===== src/rtl/csa_pkg.sv =====
// Shared types and default sizing for the CSA carry-resolve stage.
package csa_pkg;

    localparam int unsigned CSA_W_DEF     = 8;
    localparam int unsigned CSA_CHUNK_DEF = 2;

    typedef enum logic [1:0] {
        IDLE = 2'd0,
        ADD  = 2'd1,
        DONE = 2'd2
    } csa_state_e;

endpackage


===== src/rtl/cpa_chunk.sv =====
// N-bit ripple-carry adder built from a chain of full adders.
module cpa_chunk #(
    parameter int unsigned N = 2
) (
    input  logic [N-1:0] a,
    input  logic [N-1:0] b,
    input  logic         cin,
    output logic [N-1:0] s,
    output logic         cout
);

    logic [N:0] c;

    assign c[0] = cin;

    // One full adder per bit, carry rippling upward.
    for (genvar i = 0; i < N; i++) begin : g_fa
        assign s[i]     = a[i] ^ b[i] ^ c[i];
        assign c[i + 1] = (a[i] & b[i]) | (c[i] & (a[i] ^ b[i]));
    end

    assign cout = c[N];

endmodule


===== src/rtl/csa_carry_resolve.sv =====
// Resolves a carry-save {sum, carry} pair to binary, CHUNK bits per cycle.
// Optional feature macro: CSA_RESOLVE_OVF_EN adds the out_ovf flag
// (result >= 2^W); without it the port and its register are not built.
module csa_carry_resolve
    import csa_pkg::*;
#(
    parameter int unsigned W     = CSA_W_DEF,
    parameter int unsigned CHUNK = CSA_CHUNK_DEF
) (
    input  logic           clk,
    input  logic           rst_n,
    input  logic           in_valid,
    output logic           in_ready,
    input  logic [W-1:0]   sum_in,
    input  logic [W-1:0]   carry_in,
    output logic           out_valid,
    input  logic           out_ready,
    output logic [W+1:0]   result
`ifdef CSA_RESOLVE_OVF_EN
    ,
    output logic           out_ovf
`endif
);

    localparam int unsigned NCH = W / CHUNK;
    localparam int unsigned CW  = (NCH > 1) ? $clog2(NCH) : 1;
    localparam int unsigned RW  = W + 2;
    localparam logic [RW-1:0] CHUNK_MASK = RW'({CHUNK{1'b1}});

    // Reject widths that do not split into whole chunks.
    if ((W % CHUNK) != 0) begin : g_chunk_check
        $error("csa_carry_resolve: CHUNK must divide W");
    end

    csa_state_e     state_q, state_d;
    logic [CW-1:0]  cnt_q, cnt_d;
    logic           cy_q, cy_d;
    logic [W-1:0]   opx_q, opx_d;
    logic [W-1:0]   opy_q, opy_d;
    logic [RW-1:0]  result_q, result_d;
    logic           in_ready_q, in_ready_d;
    logic           out_valid_q, out_valid_d;

    logic [CHUNK-1:0] chunk_a;
    logic [CHUNK-1:0] chunk_b;
    logic [CHUNK-1:0] chunk_s;
    logic             chunk_cout;
    logic [31:0]      wr_pos;
    logic             last_chunk;

    // Select the operand chunk addressed by the counter; result lands one bit up.
    assign chunk_a    = CHUNK'(opx_q >> (CHUNK * 32'(cnt_q)));
    assign chunk_b    = CHUNK'(opy_q >> (CHUNK * 32'(cnt_q)));
    assign wr_pos     = CHUNK * 32'(cnt_q) + 32'd1;
    assign last_chunk = (cnt_q == CW'(NCH - 1));

    cpa_chunk #(
        .N (CHUNK)
    ) u_cpa_chunk (
        .a    (chunk_a),
        .b    (chunk_b),
        .cin  (cy_q),
        .s    (chunk_s),
        .cout (chunk_cout)
    );

    // State and datapath registers.
    always_ff @(posedge clk) begin
        if (!rst_n) begin
            state_q     <= IDLE;
            cnt_q       <= '0;
            cy_q        <= 1'b0;
            opx_q       <= '0;
            opy_q       <= '0;
            result_q    <= '0;
            in_ready_q  <= 1'b1;
            out_valid_q <= 1'b0;
        end else begin
            state_q     <= state_d;
            cnt_q       <= cnt_d;
            cy_q        <= cy_d;
            opx_q       <= opx_d;
            opy_q       <= opy_d;
            result_q    <= result_d;
            in_ready_q  <= in_ready_d;
            out_valid_q <= out_valid_d;
        end
    end

    // Next-state and datapath update: accept, ripple chunks, hold until taken.
    always_comb begin
        state_d     = state_q;
        cnt_d       = cnt_q;
        cy_d        = cy_q;
        opx_d       = opx_q;
        opy_d       = opy_q;
        result_d    = result_q;
        in_ready_d  = in_ready_q;
        out_valid_d = out_valid_q;

        case (state_q)
            IDLE: begin
                in_ready_d  = 1'b1;
                out_valid_d = 1'b0;
                if (in_valid && in_ready_q) begin
                    // sum bit 0 needs no add; the rest is shifted to align with carry.
                    opx_d      = {1'b0, sum_in[W-1:1]};
                    opy_d      = carry_in;
                    result_d   = {{(RW - 1){1'b0}}, sum_in[0]};
                    cnt_d      = '0;
                    cy_d       = 1'b0;
                    in_ready_d = 1'b0;
                    state_d    = ADD;
                end
            end
            ADD: begin
                result_d = (result_q & ~(CHUNK_MASK << wr_pos)) | (RW'(chunk_s) << wr_pos);
                cy_d     = chunk_cout;
                cnt_d    = cnt_q + CW'(1);
                if (last_chunk) begin
                    result_d[W+1] = chunk_cout;
                    cnt_d         = '0;
                    out_valid_d   = 1'b1;
                    state_d       = DONE;
                end
            end
            DONE: begin
                if (out_ready) begin
                    out_valid_d = 1'b0;
                    in_ready_d  = 1'b1;
                    state_d     = IDLE;
                end
            end
            default: begin
                in_ready_d  = 1'b1;
                out_valid_d = 1'b0;
                state_d     = IDLE;
            end
        endcase
    end

    assign in_ready  = in_ready_q;
    assign out_valid = out_valid_q;
    assign result    = result_q;

`ifdef CSA_RESOLVE_OVF_EN
    logic ovf_q;

    // Capture the two top result bits as they are formed on the last chunk.
    always_ff @(posedge clk) begin
        if (!rst_n) begin
            ovf_q <= 1'b0;
        end else if ((state_q == ADD) && last_chunk) begin
            ovf_q <= chunk_cout | chunk_s[CHUNK-1];
        end
    end

    assign out_ovf = ovf_q;
`else
    // No overflow flag in this build.
`endif

endmodule


===== config.mk =====
export PLATFORM = sky130hd
export DESIGN_NAME = csa_carry_resolve
export DESIGN_NICKNAME = d
export VERILOG_FILES = /design/src/rtl/csa_pkg.sv /design/src/rtl/cpa_chunk.sv /design/src/rtl/csa_carry_resolve.sv
export SDC_FILE = /design/constraint.sdc
export NUM_CORES = 1
export LEC_CHECK = 0
export BUFFER_PORTS_ARGS = -buffer_cell sky130_fd_sc_hd__buf_2
export CORE_MARGIN = 2
export CORE_UTILIZATION = 54
export CTS_CLUSTER_DIAMETER = 60
export DETAILED_ROUTE_END_ITERATION = 6
export PLACE_DENSITY = 0.85
export SYNTH_ARGS = -nofsm -noshare
export SYNTH_HDL_FRONTEND = slang
export SYNTH_SLANG_ARGS = --single-unit

===== constraint.sdc =====
create_clock -name clk -period 3.1 [get_ports clk]
set_clock_uncertainty 0.05 [all_clocks]
set_input_delay 0.62 -clock clk [delete_from_list [all_inputs] [get_ports clk]]
set_output_delay 0.62 -clock clk [all_outputs]
set_load 0.01 [all_outputs]

==> key figures, run 1 <==
Clocking
  – PostCTS Resize Cnt: 0
  – H-tree depth: 2
  – CTS root buf: clkbuf_4
  – Clock Tree Buf Depth: 2
  – Clock-pin slew on the worst setup and hold paths: 0.10 ns
  – Worst-Skew Late Latency: 0.34 ns
  – Setup Fix Bufs, Post-CTS: 0
  – CTS tree: yes
  – # hold bufs at CTS: 0
  – CTS Buf Count: 5
  – Number of clock sinks: 32

Worst setup path
  – R2R Path Start: cnt_q[0]
  – Critical Path AT: 2.59 ns
  – Setup crit end kind: register
  – Crit Path Category: register to register
  – Req. time, crit path: 3.33 ns
  – Peak fanout along the critical path: 4
  – Critical path's largest stage delay: roughly 0.56 ns
  – CP dominant cell by count: fa_1
  – R2R Path End: result[6]
  – Cell breakdown of the critical path: mux4_2, fa_1, inv_1, fa_1, nor3_1, a21o_1
  – Reg2reg path depth: 6
  – Startpoint Class: register
  – Slowest CP cell: mux4_2
  – Flop-to-flop setup slack: 0.74 ns

Logic synthesis
  – Largest cells by area after synthesis: dfxtp_1 (40%), nand2_1 (7.1%), a21boi_2 (6.4%)
  – Post-synth EDFFs: 0
  – Synth top cells by count: dfxtp_1 (32), nand2_1 (30), a21boi_2 (9), inv_1 (9), nand2_2 (9)
  – Syn Nets: 192
  – Top-count cell post-synth: dfxtp_1
  – Sequential share of the synthesized area: between 40% and 50%
  – Syn Inst Count: about 170
  – Synth unique cells: 41
  – YS warnings: 0
  – Synth area leader: dfxtp_1
  – Synthesized area per cell: 9.56 µm²
  – Post-synthesis register bit count: 32
  – Top cell type's share of synthesized area: 40.3%
  – Netlist Area Pre-Place: 1590 µm²
  – Asr flop ratio synth: 0%
  – Ys flop type: dfxtp_1

Die
  – Io pins: 32
  – Die Ht: 58.2 µm
  – Die Wd: between 50 and 60 µm
  – FP Rows: 19
  – Die area: roughly 3400 µm²
  – CORE AREA: 2780 µm²
  – Initial core utilization: between 50% and 60%

STA
  – Fmax: approximately 0.42 GHz
  – Hold Fails Final Rpt: 0
  – Setup Viol. Count Final: 0
  – Final min period: ~2.4 ns
  – Crit share post-route: 76.1%
  – Final setup margin: 0.741 ns
  – Final Slew Violations: 0
  – Max_slew headroom: between 40% and 50%
  – RSZ-0062 raised after global routing: false
  – Least-Margin Pin Slew: between 0.8 and 0.9 ns
  – Setup TNS: 0 ns

GRT
  – Remaining global-route overflow: 0
  – Initial antenna violation count: 0
  – Largest net degree at the start of global routing: 32
  – Global-route usage over all layers: roughly a fifth
  – Vias in the first global route: approximately 1200
  – GR Util met2: 34.3%
  – Met3 GRT Util: under 10%
  – Met1 Use GR: 24.1%
  – Global route hottest layer: met2
  – First-pass GRT wire length: approximately 5200 µm

Power
  – PD cells: roughly 450 nW/µm²
  – Total power: 0.000793 W
  – LEAKAGE: ~0.72 nW
  – Maximum resistive drop on vdd: 0.000351 V

Final layout
  – Diodes inserted: 0
  – Fillers: roughly 240
  – Area Growth Syn to Fin: 10.4%
  – # nets final: around 220
  – Share of cells above drive strength 1: roughly a third

Routing
  – Routed Antenna Nets: 0
  – Pre-antenna DRT Iters: 4
  – Wire per inst: between 10 and 15 µm
  – Routed WL: slightly below 3000 µm
  – Initial DRC Count: 42
  – Vias: 1245
  – Remaining DRCs: 0
  – Routed vias/inst: 5.51

Run status
  – Status: completed

Min path
  – Worst Hold Depth: 1
  – HP Class: register to register
  – Hold endpoint: result[5]
  – Hold wc startpoint: result[5]

Placed design
  – I/O Buffers: 31
  – Pre-CTS setup slack: approximately 0.77 ns
  – DP HPWL: about 2200 µm
  – Final GP Congestion: 0.833

Flow run
  – Max_cap viols: 0
[cells in the final DEF, fill, tap and decap left out, types with 2 or more instances in the layout]
master    count
dfxtp_1      32
buf_2        31
nand2_1      30
inv_1         9
nand2_2       9
a21boi_2      9
a21boi_0      8
o21ai_0       6
clkbuf_4      5
nor2_1        4
nor3_1        4
ha_1          4
mux4_2        3
a31oi_1       3
nand3b_1      3
nand3_1       3
o21a_1        3
a21o_1        3
and3_1        2
a31o_2        2
fa_1          2
[final cells by class]
class	instances	area [µm²]	share of cell area, %
Multi-Input combinational cell	115	831	47.4
Tap cell	31	38.8	2.21
Inverter	9	33.8	1.93
Clock buffer	6	41.3	2.36
Timing Repair Buffer	32	163	9.28
Clock inverter	1	5.00	0.286
Sequential cell	32	641	36.5
[per-layer routing]
| layer | vias up | part of all wire [%] |
|---|---|---|
| met2 | 31 | 49 |
| met5 | - | 0 |
| met1 | 585 | 44 |
| li1 | 623 | - |
| met3 | 6 | 4.9 |
| met4 | 0 | 2.0 |
[power by group]
part	internal [W]	switching (W)
Sequential	0.000431	0.0000172
Combinational	0.0000565	0.0000699
Clock	0.0000833	0.000136
Total	0.000571	0.000223
[how the worst max path moves through the flow]
stage,slack [ns],end,cells past startpoint,startpoint
after CTS,0.75,result[4],6,cnt_q[0]
final,0.74,result[6],6,cnt_q[0]
after floorplan,0.76,result[6],7,cnt_q[0]
after global routing,0.56,result[6],6,cnt_q[0]
after detailed placement,0.77,result[4],6,cnt_q[0]
after global placement,0.86,result[6],6,cnt_q[0]
[logic make-up after synthesis]
family	synth area share, %
buffers and inverters	7.33
and+or+nand+nor	22.3
AOI/OAI and AO/OA	19.5
DFF	40.3
adders and majority gates	5.67
muxes	4.89
[per-stage QoR]
step                      util [%]  hold slack [ns]  cells  instance area, µm²
after global placement        61.4            0.385    219                1710
after floorplan                  -            0.382    166                1590
after global routing          63.0            0.442    226                1750
after detailed placement      61.4            0.397    219                1710
after CTS                     63.0            0.420    226                1750
final                         63.0            0.413    226                1750
[worst max-delay path: cells and delay by family (launching register included)]
family | cells | cell delay [ns]
buf+inv | 1 | 0.08
mux | 1 | 0.56
simple gates | 1 | 0.21
compound gates | 1 | 0.11
flops | 1 | 0.45
fa+ha+maj | 2 | 0.85
[state kept, by name (all words and copies together) (netlist names)]
signal	cells
cy_q	1
cnt_q	2
opx_q	7
opy_q	8
result	10
in_ready	1
state_q	2
out_valid	1
(Power assumes the default switching activity.)
==> run 2, diff against run 1 <==
Settings changed: CORE_UTILIZATION 54 to 48, PLACE_DENSITY 0.85 to 0.8.
Clock period 3.1 ns to 2.01 ns, I/O delays scaled along.
==> key figures, run 2 (synthesis results as in run 1) <==
GRT
  – First-pass GRT wire length: slightly below 5000 µm
  – Largest net degree at the start of global routing: 32
  – Vias in the first global route: roughly 1100
  – Initial antenna violation count: 0
  – Global-route usage over all layers: roughly 18%
  – Remaining global-route overflow: 0

Final layout
  – Post-layout util: between 50 and 60%
  – Design area: 1830 µm²
  – Area of the multi-input gates: 841 µm²
  – Most frequent cells in the layout: dfxtp_1 (31), buf_2 (31), nand2_1 (30)
  – Fillers: ~290
  – FF+latch area: between 600 and 700 µm²
  – Share of cells above drive strength 1: 37.1%
  – # nets final: between 200 and 250
  – Largest register FFs: 10
  – Diodes inserted: 0
  – Area Growth Syn to Fin: 15.4%

Worst setup path
  – Peak fanout along the critical path: 4
  – Startpoint Class: register
  – Crit Path Category: register to register
  – Critical Path AT: between 2 and 2.5 ns
  – Setup crit start: cnt_q[0]
  – Setup crit end kind: register
  – Req. time, crit path: between 2 and 2.5 ns
  – R2R Path Start: cnt_q[0]

Placed design
  – I/O Buffers: 31
  – Post-DP Area: around 1800 µm²
  – Final GP Congestion: 0.817
  – DP HPWL: between 2000 and 2500 µm

STA
  – Least-Margin Pin Slew: between 0.4 and 0.5 ns
  – RSZ-0062 raised after global routing: true
  – Final Slew Violations: 0
  – Crit share post-route: 107%
  – Hold Fails Final Rpt: 0
  – Max_slew headroom: 71.3%
  – Fmax: roughly 0.46 GHz
  – Hold WS: 0.243 ns
  – Final min period: roughly 2.2 ns
  – Final setup margin: -0.148 ns
  – Setup Viol. Count Final: 4

Clocking
  – CTS Buf Count: 5
  – Setup Fix Bufs, Post-CTS: 0
  – Number of clock sinks: 32
  – H-tree depth: 2
  – CTS tree: yes
  – Clock Tree Buf Depth: 2
  – Worst-Skew Late Latency: between 0.3 and 0.4 ns
  – Clock-pin slew on the worst setup and hold paths: 0.10 ns
  – CTS root buf: clkbuf_4

Power
  – Maximum resistive drop on vdd: around 0.00047 V
  – PD cells: approximately 680 nW/µm²
  – Total power: 0.00125 W
  – LEAKAGE: between 0.7 and 0.8 nW

Run status
  – Failing checks: negative setup slack
  – Status: finished with violations

Min path
  – Hold wc startpoint: carry_in[5]
  – HP Class: input port to register

Die
  – Die Wd: roughly 62 µm
  – Die area: 3780 µm²
  – Io pins: 32
  – Initial core utilization: 51.2%
  – FP Rows: 20
  – Die Ht: about 62 µm
  – CORE AREA: a little over 3000 µm²

Routing
  – Remaining DRCs: 0
  – Routed WL: ~2900 µm
  – Wire per inst: roughly 12 µm
  – Routed Antenna Nets: 0
  – Vias: ~1200
  – Routed vias/inst: roughly 5.0
  – Initial DRC Count: 42
  – Pre-antenna DRT Iters: 4

Flow run
  – Max_cap viols: 0
[run 2: per-stage QoR]
step,TNS (ns),instances,setup slack (ns)
final,-0.467,246,-0.148
after global routing,-0.826,246,-0.231
after CTS,-0.533,246,-0.161
after detailed placement,-0.502,238,-0.164
after global placement,-0.384,238,-0.128
after floorplan,-0.692,166,-0.213
[run 2: path summary, 6_finish.rpt]
| check | cells past startpoint | slack [ns] | endpoint |
|---|---|---|---|
| hold / removal | 3 | 0.24 | opy_q[5] |
| setup reg to reg | 6 | -0.15 | result[8] |
| hold reg to reg | 2 | 0.40 | result[4] |
| setup / recovery | 6 | -0.15 | result[8] |
[run 2: power by group]
part / internal [W] / leakage [nW] / switching, W / total [W]
clock network: 0.000136 / 0.0293 / 0.000207 / 0.000343
registers: 0.000665 / 0.261 / 0.0000184 / 0.000683
logic: 0.000102 / 0.462 / 0.000120 / 0.000222
[run 2: layout make-up]
cell class	count	area share, %
Clock buffer	7	2.46
Clock inverter	1	0.273
Tap cell	44	3.01
Timing Repair Buffer	38	11.3
Sequential cell	32	35.2
Multi-Input combinational cell	115	45.9
Inverter	9	1.84
[run 2: what timing repair did]
| action | CTS | global route |
|---|---|---|
| resized for setup | 2 | 2 |
| pin swaps | 2 | 1 |
| endpoints found under the setup margin | 4 | 4 |
| hold buffers | 0 | 0 |
| cloned | 0 | 0 |
[run 2: worst max-delay path, cell delays in order, from the launching register on]
cell and delay (ns):
dfxtp_4 0.38, mux4_2 0.51, fa_2 0.37, inv_2 0.06, fa_2 0.46, nor3_1 0.17, a21o_1 0.11
[run 2: per-layer routing]
metal | track usage, % | share of wire, %
met5 | 0 | 0
met4 | 7.29 | 1.5
met3 | 5.67 | 4.1
met2 | 28.7 | 46
met1 | 21.6 | 48
==> run 3, diff against run 2 <==
Settings changed: CELL_PAD_IN_SITES_DETAIL_PLACEMENT from default to 0, CELL_PAD_IN_SITES_GLOBAL_PLACEMENT from default to 1, CORE_UTILIZATION 48 to 41, PLACE_DENSITY 0.8 to 0.84.
Clock period 2.01 ns to 2 ns, I/O delays scaled along.
==> key figures, run 3 (synthesis results as in run 1) <==
Worst setup path
  – Cell breakdown of the critical path: mux4_2, fa_2, inv_2, fa_2, nand3b_1, o21ai_1
  – Startpoint Class: register
  – Setup crit end kind: register
  – Slowest CP cell: mux4_2
  – CP dominant cell by count: fa_2
  – Reg2reg path depth: 6
  – CP Buf/Inv Count: 1
  – Req. time, crit path: ~2.2 ns
  – Crit path max-delay family: adder cells
  – Critical Path AT: about 2.3 ns
  – Peak fanout along the critical path: 4
  – Crit path depth: 6
  – Critical path's largest stage delay: between 0.5 and 0.6 ns
  – Crit Path Category: register to register

Flow run
  – Max_cap viols: 0

Routing
  – Remaining DRCs: 0
  – Initial DRC Count: 46
  – Routed vias/inst: about 5.1
  – Routed WL: ~3000 µm
  – Vias: 1265
  – Routed Antenna Nets: 0
  – Wire per inst: between 10 and 15 µm
  – Pre-antenna DRT Iters: 4

Power
  – LEAKAGE: roughly 0.77 nW
  – Maximum resistive drop on vdd: just under 0.0004 V
  – PD cells: roughly 760 nW/µm²

Clocking
  – Clock-pin slew on the worst setup and hold paths: around 0.060 ns
  – CTS tree: yes
  – Clock Tree Buf Depth: 2
  – H-tree depth: 2
  – CTS root buf: clkbuf_8
  – CTS Buf Count: 5
  – Worst-Skew Late Latency: 0.29 ns
  – Number of clock sinks: 32

Placed design
  – Final GP Congestion: a little under 0.8
  – Post-DP Area: 1760 µm²
  – DP HPWL: ~2200 µm
  – Pre-CTS setup slack: -0.199 ns
  – I/O Buffers: 31

Die
  – Io pins: 32
  – CORE AREA: approximately 3700 µm²
  – FP Rows: 22
  – Die Wd: 66.2 µm
  – Die area: approximately 4400 µm²
  – Die Ht: between 60 and 70 µm
  – Initial core utilization: between 40 and 50%

GRT
  – Initial antenna violation count: 0
  – Largest net degree at the start of global routing: 32
  – Vias in the first global route: between 1000 and 1500
  – Global-route usage over all layers: approximately 16%
  – Remaining global-route overflow: 0
  – First-pass GRT wire length: between 5000 and 6000 µm

Min path
  – HP Class: input port to register
  – Worst Hold Depth: 3

STA
  – Crit share post-route: 107%
  – Fmax: 0.469 GHz
  – Least-Margin Pin Slew: approximately 0.45 ns
  – Final min period: between 2 and 2.5 ns
  – Hold Fails Final Rpt: 0
  – Max_slew headroom: between 70% and 80%
  – Final Slew Violations: 0
  – RSZ-0062 raised after global routing: true
  – Setup Viol. Count Final: 4
  – Final setup margin: -0.132 ns
  – Setup TNS: -0.447 ns

Final layout
  – Largest register FFs: 10
  – Area of the multi-input gates: about 850 µm²
  – Share of cells above drive strength 1: a little under two fifths
  – Fillers: ~360
  – Design area: approximately 1900 µm²
  – # nets final: about 230
  – Diodes inserted: 0
  – Most frequent cells in the layout: dfxtp_1 (31), buf_2 (31), nand2_1 (30)
  – FF+latch area: between 600 and 700 µm²
  – Area Growth Syn to Fin: 18.0%

Run status
  – Status: finished with violations
  – Failing checks: negative setup slack
## run 3: cell count changes in the layout (fill, tap and decap cells not counted), sizes merged
cell,delta
buf,-1
clkinv,-1
clkbuf,+1
## run 3: report_power, final
group,switching (W),internal [W]
Combinational,0.000116,0.000100
Sequential,0.0000234,0.000669
Clock,0.000230,0.000280
## run 3: layout make-up
class                   instances  share of cell area (%)
well taps                      48                    3.20
inverters                       9                    1.80
repair buffers                 37                    10.7
multi-input cells             115                    45.1
flip-flops and latches         32                    34.4
clock buffers                   8                    4.81
## run 3: worst register-to-register path, delay by kind of cell, from the launching register on
kind	cells	cell delay (ns)
flops	1	0.37
compound gates	1	0.07
fa+ha+maj	2	0.83
simple gates	1	0.17
buf+inv	1	0.06
mux	1	0.52
## run 3: stage by stage
| step | cells | util, % | power, W | hold slack [ns] |
|---|---|---|---|---|
| final | 249 | 50.8 | 0.00142 | 0.290 |
| after global routing | 249 | 50.8 | 0.00149 | 0.296 |
| after CTS | 248 | 50.6 | 0.00143 | 0.286 |
| after detailed placement | 240 | 47.8 | 0.000918 | 0.387 |
| after global placement | 240 | 47.8 | 0.000911 | 0.382 |
| after floorplan | 166 | - | 0.000871 | 0.382 |
## run 3: worst paths after layout
check        slack (ns)      start         to
max               -0.13   cnt_q[0]  result[4]
min reg2reg        0.40  result[8]  result[8]
max reg2reg       -0.13   cnt_q[0]  result[4]
min                0.29  sum_in[5]   opx_q[4]
## run 3: repair_timing
item,4_1_cts,5_1_grt
resized for setup,5,0
endpoints found under the setup margin,4,4
buffers inserted,0,1
hold buffers,0,0
pin swaps,3,0
## run 3: layer usage
layer  global-route usage [%]  routed length [µm]  share of wire (%)
met1                     17.8                1350                 45
met2                     27.5                1420                 48
met3                     4.26                 142                4.8
met4                     11.2                  73                2.4
met5                        0                   0                  0
